--- config.mk ---
export PLATFORM = sky130hd
export DESIGN_NAME = ins_fetcher
export DESIGN_NICKNAME = d
export VERILOG_FILES = /design/src/rtl/ins_fetcher.sv
export SDC_FILE = /design/constraint.sdc
export NUM_CORES = 1
export LEC_CHECK = 0
export ABC_AREA = 1
export ABC_CLOCK_PERIOD_IN_PS = 17650
export CAP_MARGIN = 20
export CELL_PAD_IN_SITES_DETAIL_PLACEMENT = 1
export CELL_PAD_IN_SITES_GLOBAL_PLACEMENT = 1
export CORE_UTILIZATION = 47
export DETAILED_ROUTE_END_ITERATION = 10
export PLACE_DENSITY = 0.94
export SYNTH_ARGS = -nofsm -noshare
export SYNTH_HDL_FRONTEND = slang
export SYNTH_SLANG_ARGS = --single-unit
--- constraint.sdc ---
create_clock -name clk_in -period 17.65 [get_ports clk_in]
set_clock_uncertainty 0.05 [all_clocks]
set_input_delay 5.295 -clock clk_in [delete_from_list [all_inputs] [get_ports clk_in]]
set_output_delay 5.295 -clock clk_in [all_outputs]
set_load 0.02 [all_outputs]
--- src/rtl/ins_fetcher.sv ---
// Sequential-PC instruction fetcher: one outstanding memory request, a small
// {pc, ins} queue, and single-pulse delivery to the decoder with stall/clear.
module ins_fetcher #(
    parameter logic [31:0] RESET_PC     = 32'h0000_0000,
    parameter int          IQ_DEPTH_BIT = 2
) (
    input  logic        clk_in,
    input  logic        rst_in,
    input  logic        rdy_in,
    output logic        ins_ready,
    output logic [31:0] ins,
    output logic [31:0] pc,
    input  logic        DEC_stall,
    input  logic        DEC_clear,
    input  logic [31:0] DEC_new_addr,
    output logic        MEM_req_valid,
    output logic [31:0] MEM_req_addr,
    input  logic        MEM_grant,
    input  logic        MEM_resp_valid,
    input  logic [31:0] MEM_resp_data
);
    localparam int DEPTH = 1 << IQ_DEPTH_BIT;
    localparam int CW    = IQ_DEPTH_BIT + 1;

    typedef enum logic [1:0] {
        ST_IDLE = 2'd0,
        ST_REQ  = 2'd1,
        ST_WAIT = 2'd2,
        ST_DROP = 2'd3
    } state_t;

    state_t                  state_r, state_nx_s;
    logic [31:0]             fetch_pc_r, fetch_pc_nx_s;
    logic                    req_valid_nx_s;
    logic [31:0]             req_addr_nx_s;
    logic [31:0]             q_pc_r  [DEPTH];
    logic [31:0]             q_ins_r [DEPTH];
    logic [IQ_DEPTH_BIT-1:0] head_r, tail_r;
    logic [CW-1:0]           count_r, count_nx_s;
    logic                    pop_s, push_s, room_s;

    // Queue handshakes for this cycle; a clear suppresses both pop and push.
    always_comb begin
        pop_s      = (count_r != {CW{1'b0}}) && !DEC_stall && !DEC_clear;
        push_s     = (state_r == ST_WAIT) && MEM_resp_valid && !DEC_clear;
        count_nx_s = count_r + CW'(push_s) - CW'(pop_s);
        room_s     = (count_nx_s < CW'(DEPTH));
    end

    // Fetch FSM next-state, request and fetch-PC update.
    always_comb begin
        state_nx_s     = state_r;
        req_valid_nx_s = MEM_req_valid;
        req_addr_nx_s  = MEM_req_addr;
        if (DEC_clear) begin
            fetch_pc_nx_s = {DEC_new_addr[31:2], 2'b00};
        end else if (push_s) begin
            fetch_pc_nx_s = fetch_pc_r + 32'd4;
        end else begin
            fetch_pc_nx_s = fetch_pc_r;
        end
        case (state_r)
            ST_IDLE: begin
                if (!DEC_clear && room_s) begin
                    req_valid_nx_s = 1'b1;
                    req_addr_nx_s  = fetch_pc_r;
                    state_nx_s     = ST_REQ;
                end else begin
                    state_nx_s = ST_IDLE;
                end
            end
            ST_REQ: begin
                if (MEM_grant) begin
                    req_valid_nx_s = 1'b0;
                    state_nx_s     = DEC_clear ? ST_DROP : ST_WAIT;
                end else if (DEC_clear) begin
                    req_valid_nx_s = 1'b0;
                    state_nx_s     = ST_IDLE;
                end else begin
                    state_nx_s = ST_REQ;
                end
            end
            ST_WAIT: begin
                // A response coinciding with a clear is simply not pushed.
                if (MEM_resp_valid) begin
                    state_nx_s = ST_IDLE;
                end else if (DEC_clear) begin
                    state_nx_s = ST_DROP;
                end else begin
                    state_nx_s = ST_WAIT;
                end
            end
            ST_DROP: begin
                if (MEM_resp_valid) begin
                    state_nx_s = ST_IDLE;
                end else begin
                    state_nx_s = ST_DROP;
                end
            end
            default: begin
                req_valid_nx_s = 1'b0;
                state_nx_s     = ST_IDLE;
            end
        endcase
    end

    // Control state, pointers and registered outputs.
    always_ff @(posedge clk_in) begin
        if (rst_in) begin
            state_r       <= ST_IDLE;
            fetch_pc_r    <= RESET_PC;
            MEM_req_valid <= 1'b0;
            MEM_req_addr  <= 32'd0;
            head_r        <= {IQ_DEPTH_BIT{1'b0}};
            tail_r        <= {IQ_DEPTH_BIT{1'b0}};
            count_r       <= {CW{1'b0}};
            ins_ready     <= 1'b0;
            ins           <= 32'd0;
            pc            <= 32'd0;
        end else if (rdy_in) begin
            state_r       <= state_nx_s;
            fetch_pc_r    <= fetch_pc_nx_s;
            MEM_req_valid <= req_valid_nx_s;
            MEM_req_addr  <= req_addr_nx_s;
            if (DEC_clear) begin
                head_r  <= {IQ_DEPTH_BIT{1'b0}};
                tail_r  <= {IQ_DEPTH_BIT{1'b0}};
                count_r <= {CW{1'b0}};
            end else begin
                head_r  <= head_r + IQ_DEPTH_BIT'(pop_s);
                tail_r  <= tail_r + IQ_DEPTH_BIT'(push_s);
                count_r <= count_nx_s;
            end
            ins_ready <= pop_s;
            if (pop_s) begin
                ins <= q_ins_r[head_r];
                pc  <= q_pc_r[head_r];
            end else begin
                ins <= ins;
                pc  <= pc;
            end
        end else begin
            ins_ready <= 1'b0;
        end
    end

    // Queue storage; contents need no reset since count gates every read.
    always_ff @(posedge clk_in) begin
        if (!rst_in && rdy_in && push_s) begin
            q_pc_r[tail_r]  <= fetch_pc_r;
            q_ins_r[tail_r] <= MEM_resp_data;
        end
    end
endmodule
### Yosys cells after proc, flatten, opt, wreduce, memory -nomap -nowiden

Memory sizes are Yosys's and may differ from the RTL's. A register that Yosys moved wholly into a read port is not among the register bits.
Cells that the tools add are included.

| word-level totals | value |
|---|---|
| register bits after elaboration | 75 |
| RAM bits | 256 |
| input bits | 71 |
| output and inout bits | 98 |
| logic and storage cells | 59 |
| memories | 2 |

Memories:

| name | words | width | rd ports | clocked after memory_dff | write ports | RTL line | RTL |
|---|---|---|---|---|---|---|---|
| q_ins_r | 4 | 32 | 1 | 1 | 1 | 37 | `logic [31:0] q_ins_r [DEPTH];` |
| q_pc_r | 4 | 32 | 1 | 1 | 1 | 36 | `logic [31:0] q_pc_r [DEPTH];` |

| cells by class | value |
|---|---|
| $add $sub $neg | 5 |
| $lt $le $gt $ge | 1 |
| equality and inequality tests | 5 |
| muxes and demuxes | 18 |
| bitwise operators | 1 |
| reduce and logical (&&, ||, !) cells | 19 |

Operators by type and width:

| cell | number |
|---|---|
| two-way mux 32 bit | 2 |
| adder 32 x 3 -> 32 bit, second input constant | 1 |
| two-way mux 2 bit | 5 |
| two-way mux 1 bit | 8 |
| one-hot mux 2 bit (4 select lines) | 1 |
| logical AND 1 bit | 7 |
| adder 2 x 1 -> 2 bit | 2 |
| equality test 2 bit, second input constant | 2 |
| AND reduction 2 bit | 2 |
| AND reduction 4 bit | 1 |
| nonzero test 2 bit | 2 |
| adder 3 x 1 -> 3 bit | 1 |
| zero test 1 bit | 3 |
| < comparator 3 bit, second input constant | 1 |
| two-way mux 3 bit | 1 |
| inequality test 3 bit, second input constant | 1 |
| AND reduction 3 bit | 1 |
| nonzero test 3 bit | 1 |
| subtractor 3 x 1 -> 3 bit | 1 |
| equality test 2 x 1 -> 1 bit, second input constant | 1 |
| zero test 2 bit | 1 |
| inequality test 2 bit, second input constant | 1 |
| one-hot mux 1 bit (2 select lines) | 1 |
| OR reduction 2 bit | 1 |
| NOT 1 bit | 1 |

### Logic depth before layout (Yosys ltp)

| depth | value |
|---|---|
| depth in word-level cells | 9 |
| gate-level depth with buffers | 15 |
| mapped depth without buffers | 14 |

### Worst setup path before layout

No wires, ideal clock.

| timing | value |
|---|---|
| kind | input -> register |
| start | input rdy_in |
| end | memory q_ins_r[0][0] (enable) |
| arrival | 10139 ps |
| required time | 17041 ps |
| slack | 6902 ps |
| stages on the path | 6 |
| buffers on the path | 0 |
| cell sequence | clkinv_1 -> nor2_1 -> inv_1 -> nor2_1 -> nand2_1 -> nor3_1 |

| on the way | value |
|---|---|
| word-level cells in the longest chain between the ends | 4 |

RTL lines:

| what | RTL line | RTL |
|---|---|---|
| start: declaration | 9 | `input logic rdy_in,` |
| logical AND 1 bit (2 in a row) | 149 | `if (!rst_in && rdy_in && push_s) begin` |
| two-way mux 1 bit | 149 |  |
| two-way mux 1 bit (implied by the code) | 151 | `q_ins_r[tail_r] <= MEM_resp_data;` |
| end: declaration | 37 |  |

No other way between the ends.

### Worst setup path after layout

| timing | value |
|---|---|
| start | input DEC_clear |
| end | register MEM_req_addr[19] |

| on the way | value |
|---|---|
| word-level cells in the longest chain between the ends | 7 |
| elaborated cells between the ends (all ways) | 8 |
| classes of those cells | add/sub (2); order compare (1); reduce/logical (5) |

RTL lines:

| what | RTL line | RTL |
|---|---|---|
| start: declaration | 14 | `input logic DEC_clear,` |
| zero test 1 bit * | 44, 45, 64 |  |
| logical AND 1 bit | 45 | `push_s = (state_r == ST_WAIT) && MEM_resp_valid && !DEC_clear;` |
| adder 3 x 1 -> 3 bit | 46 | `count_nx_s = count_r + CW'(push_s) - CW'(pop_s);` |
| subtractor 3 x 1 -> 3 bit | 46 |  |
| < comparator 3 bit | 47 | `room_s = (count_nx_s < CW'(DEPTH));` |
| logical AND 1 bit * | 64 | `if (!DEC_clear && room_s) begin` |
| AND reduction 3 bit (no line) * | - |  |
| end signal: assignment | 124 | `MEM_req_addr <= req_addr_nx_s;` |
| end: declaration | 17 | `output logic [31:0] MEM_req_addr,` |

Every way passes the cells marked *; elsewhere a longest branch is shown, timed or not.
A chain may end at the register's enable or synchronous reset.

==> impl_metrics.tcl <==
set metrics [dict create \
    io_pins 169 \
    min_from "MEM_req_addr[24]" \
    chipHeight_um 182 \
    post-cts-setup-buffers 0 \
    grt_pass1_wl_um 76100 \
    drv_cap 0 \
    synth_cell_types 35 \
    dr.pass1.iters 5 \
    outcome "complete, no violations" \
    holdPathEnd "MEM_req_addr[24]" \
    wl_per_cell_um 23.5 \
    place.gp.congestion 0.862 \
    r2r-start "count_r[1]" \
    yosys_register_bits 381 \
    final_max_slew_viol_count 0 \
    clock-root-buffer "clkbuf_16" \
    rrSetupSlack_ps 13940 \
    hold_viol_final 0 \
    nets 1700 \
    cpPeakStageDelay_ps 710 \
    tightest_slew_ps 1100 \
    seq_area_frac_synth_pct 66.1 \
    irDropWorstVdd_mv 0.0578 \
    syn_inst 1504 \
    tns_ps 0 \
    yosys_warnings 0 \
    slew_headroom_pct 26.7 \
    initial_core_util_pct 48.1 \
    max_freq_mhz 115 \
    vias 12580 \
    netlist_area_um2 15300 \
    grt_max_degree 92 \
    synth.top_cells.by_area "edfxtp_1, dfxtp_1, nand2_1" \
    crit_fanout 65 \
    port-buffer-count 162 \
    p_leak_nw 5.95 \
    critPathSlowestCell "buf_4" \
    whs_path_depth 2 \
    critical_path_class "primary input to register" \
    drive_gt1_share_pct 5.74 \
    drc 0 \
    cts-buffers-inserted 40 \
    wirelength_um 49100 \
    critPathLaunchType "primary input" \
    dieArea_um2 33300 \
    finalCriticalPeriod_ps 8680 \
    cts_tree "yes" \
    p_per_area_nw_per_um2 101 \
    drt_iter0_drc 1155 \
    core_area_um2 31800 \
    num-fill-cells 3372 \
    reg2reg_to "MEM_req_addr[19]" \
    placementRows 65 \
    rsz0062_at_grt "no" \
    syn_to_final_growth_pct 20.7 \
    cp-end-kind "register" \
    dieWidth_um 182 \
    clk_pin_slew_ps 60 \
    h-tree-depth 2 \
    postCtsResizedCells 0 \
    clkLatencyLatePin_ps 550 \
    hold_class "register to register" \
    setup_ws_ps 8970 \
    grt_pass1_vias 13399 \
    avgSynthCellArea_um2 10.2 \
    crit_chain "clkdlybuf4s50_1 > buf_4 > nor3_4 > buf_4 > inv_1 > o21ai_0 > ha_1 > inv_1 > fa_1 > xnor2_2 > xor2_2 > nand3_1 > buf_8 > nand2_1 > a21oi_1" \
    clock_path_buffers 3 \
    cts_hold_buffers 0 \
    synth_top_cell_area_share_pct 48.7 \
    grtUsageTotal_pct 29.7 \
    dp_slack_ps 8480 \
    ant_nets 0 \
    finalCritPeriodShare_pct 49.2 \
    r2r_cells 14 \
    gr-total-overflow 0 \
    arrival_ps 8990 \
    cp_data_required_time_ps 17950 \
    antenna_found_initial 1 \
    viasPerCell 6.02 \
    setup_violations 0 \
    cts.sinks 381 \
    synth_largest_area_cell "edfxtp_1" \
    place_hpwl_um 27300 \
]
[state kept, by name, summed over array words and instances, names as in the netlist]
name           count
q_pc_r           120
count_r            3
q_ins_r          128
fetch_pc_r        30
pc                30
MEM_req_addr      30
state_r            2
ins_ready          1
ins               32
head_r             2
MEM_req_valid      1
tail_r             2
[synthesized netlist by cell type (all sizes together)]
cell type  count
a22o           1
conb           1
o31ai          4
clkbuf        60
a31oi          2
nand3         92
o22ai         63
o21ai        152
a21oi        130
and2           1
nand3b         1
edfxtp       248
nor4           1
xor2           1
nand4         31
inv           44
dfxtp        133
fa             1
ha             5
clkinv         2
buf           45
nand2        259
a32o           3
or2            2
nor3          13
xnor2          1
nor2         207
o21a           1
[cell families (layout without fill, tap and decap cells)]
kind of cell	count (synthesis)	count (layout)	synth area share, %
AOI/OAI and AO/OA	356	356	12.4
xor gates and xnor gates	2	2	0.213
adders and majority gates	6	6	0.540
buffers and inverters	151	299	4.19
DFF	381	381	66.1
other	1	5	0.0245
and+or+nand+nor	607	607	16.6
[critical path, delay by kind of cell]
kind	cells	cell delay, ps
adder cells (fa/ha/maj)	2	570
buffers and inverters	6	1880
XOR/XNOR	2	350
AND/OR/NAND/NOR	3	580
AO/OA/AOI/OAI	2	280
[worst max path at each step]
stage                    from               end  slack [ps]  cells past startpoint
global placement    DEC_clear   MEM_req_addr[7]        8050                     14
CTS                 DEC_clear  MEM_req_addr[19]        8980                     15
floorplan              rdy_in     q_ins_r[0][0]        6900                      6
detailed placement  DEC_clear  MEM_req_addr[13]        8480                     15
finish              DEC_clear  MEM_req_addr[19]        8970                     15
global route        DEC_clear  MEM_req_addr[19]        8670                     15
[through the flow]
step | util [%] | total power [W] | instances | instance area, um^2 | hold slack, ps
finish | 58.1 | 0.00186 | 2091 | 18500 | 415
global route | 58.1 | 0.00191 | 2091 | 18500 | 443
CTS | 58.1 | 0.00187 | 2090 | 18500 | 419
detailed placement | 54.0 | 0.00104 | 2016 | 17200 | 409
global placement | 54.0 | 0.00104 | 2015 | 17200 | 402
floorplan | - | 0.00101 | 1507 | 15300 | 433
[placed cells by master (no fill, tap or decap), types with 5 or more instances in the layout]
| master | Yosys | layout |
|---|---|---|
| clkbuf_16 | 0 | 42 |
| nor3_1 | 11 | 7 |
| nand2_1 | 259 | 258 |
| clkinv_2 | 0 | 8 |
| inv_1 | 42 | 42 |
| nor3_2 | 2 | 5 |
| o21ai_0 | 152 | 152 |
| dfxtp_1 | 133 | 131 |
| edfxtp_1 | 248 | 248 |
| clkbuf_1 | 60 | 12 |
| nor2_1 | 202 | 202 |
| clkinv_1 | 2 | 7 |
| ha_1 | 5 | 5 |
| nand4_1 | 31 | 31 |
| o22ai_1 | 63 | 63 |
| a21oi_1 | 130 | 130 |
| buf_4 | 8 | 18 |
| clkdlybuf4s50_1 | 0 | 160 |
| nand3_1 | 92 | 92 |
[where the power goes]
group          total (W)  internal [W]  leakage, nW  switching, W
clock network   0.000839      0.000481        0.632      0.000358
registers       0.000963      0.000951         3.31     0.0000116
logic          0.0000628     0.0000239         2.01     0.0000388
total            0.00186       0.00146         5.95      0.000409
[layout make-up]
class	count	area, um^2	area share (%)
flip-flops and latches	381	10100	54.8
clock buffers	57	1140	6.16
inverters	46	174	0.942
multi-input cells	975	4590	24.9
diodes	1	2.50	0.0136
repair buffers	179	1750	9.49
clock inverters	17	148	0.800
well taps	435	544	2.95
[metal layers]
layer / wire (um) / up-vias / GRT usage [%]
li1: - / 5514 / -
met2: 24300 / 650 / 51.0
met3: 3420 / 143 / 4.51
met1: 19400 / 6273 / 37.3
met5: 0 / - / 0
met4: 1960 / 0 / 13.2
Note: power is estimated with default switching activity, not from simulation.
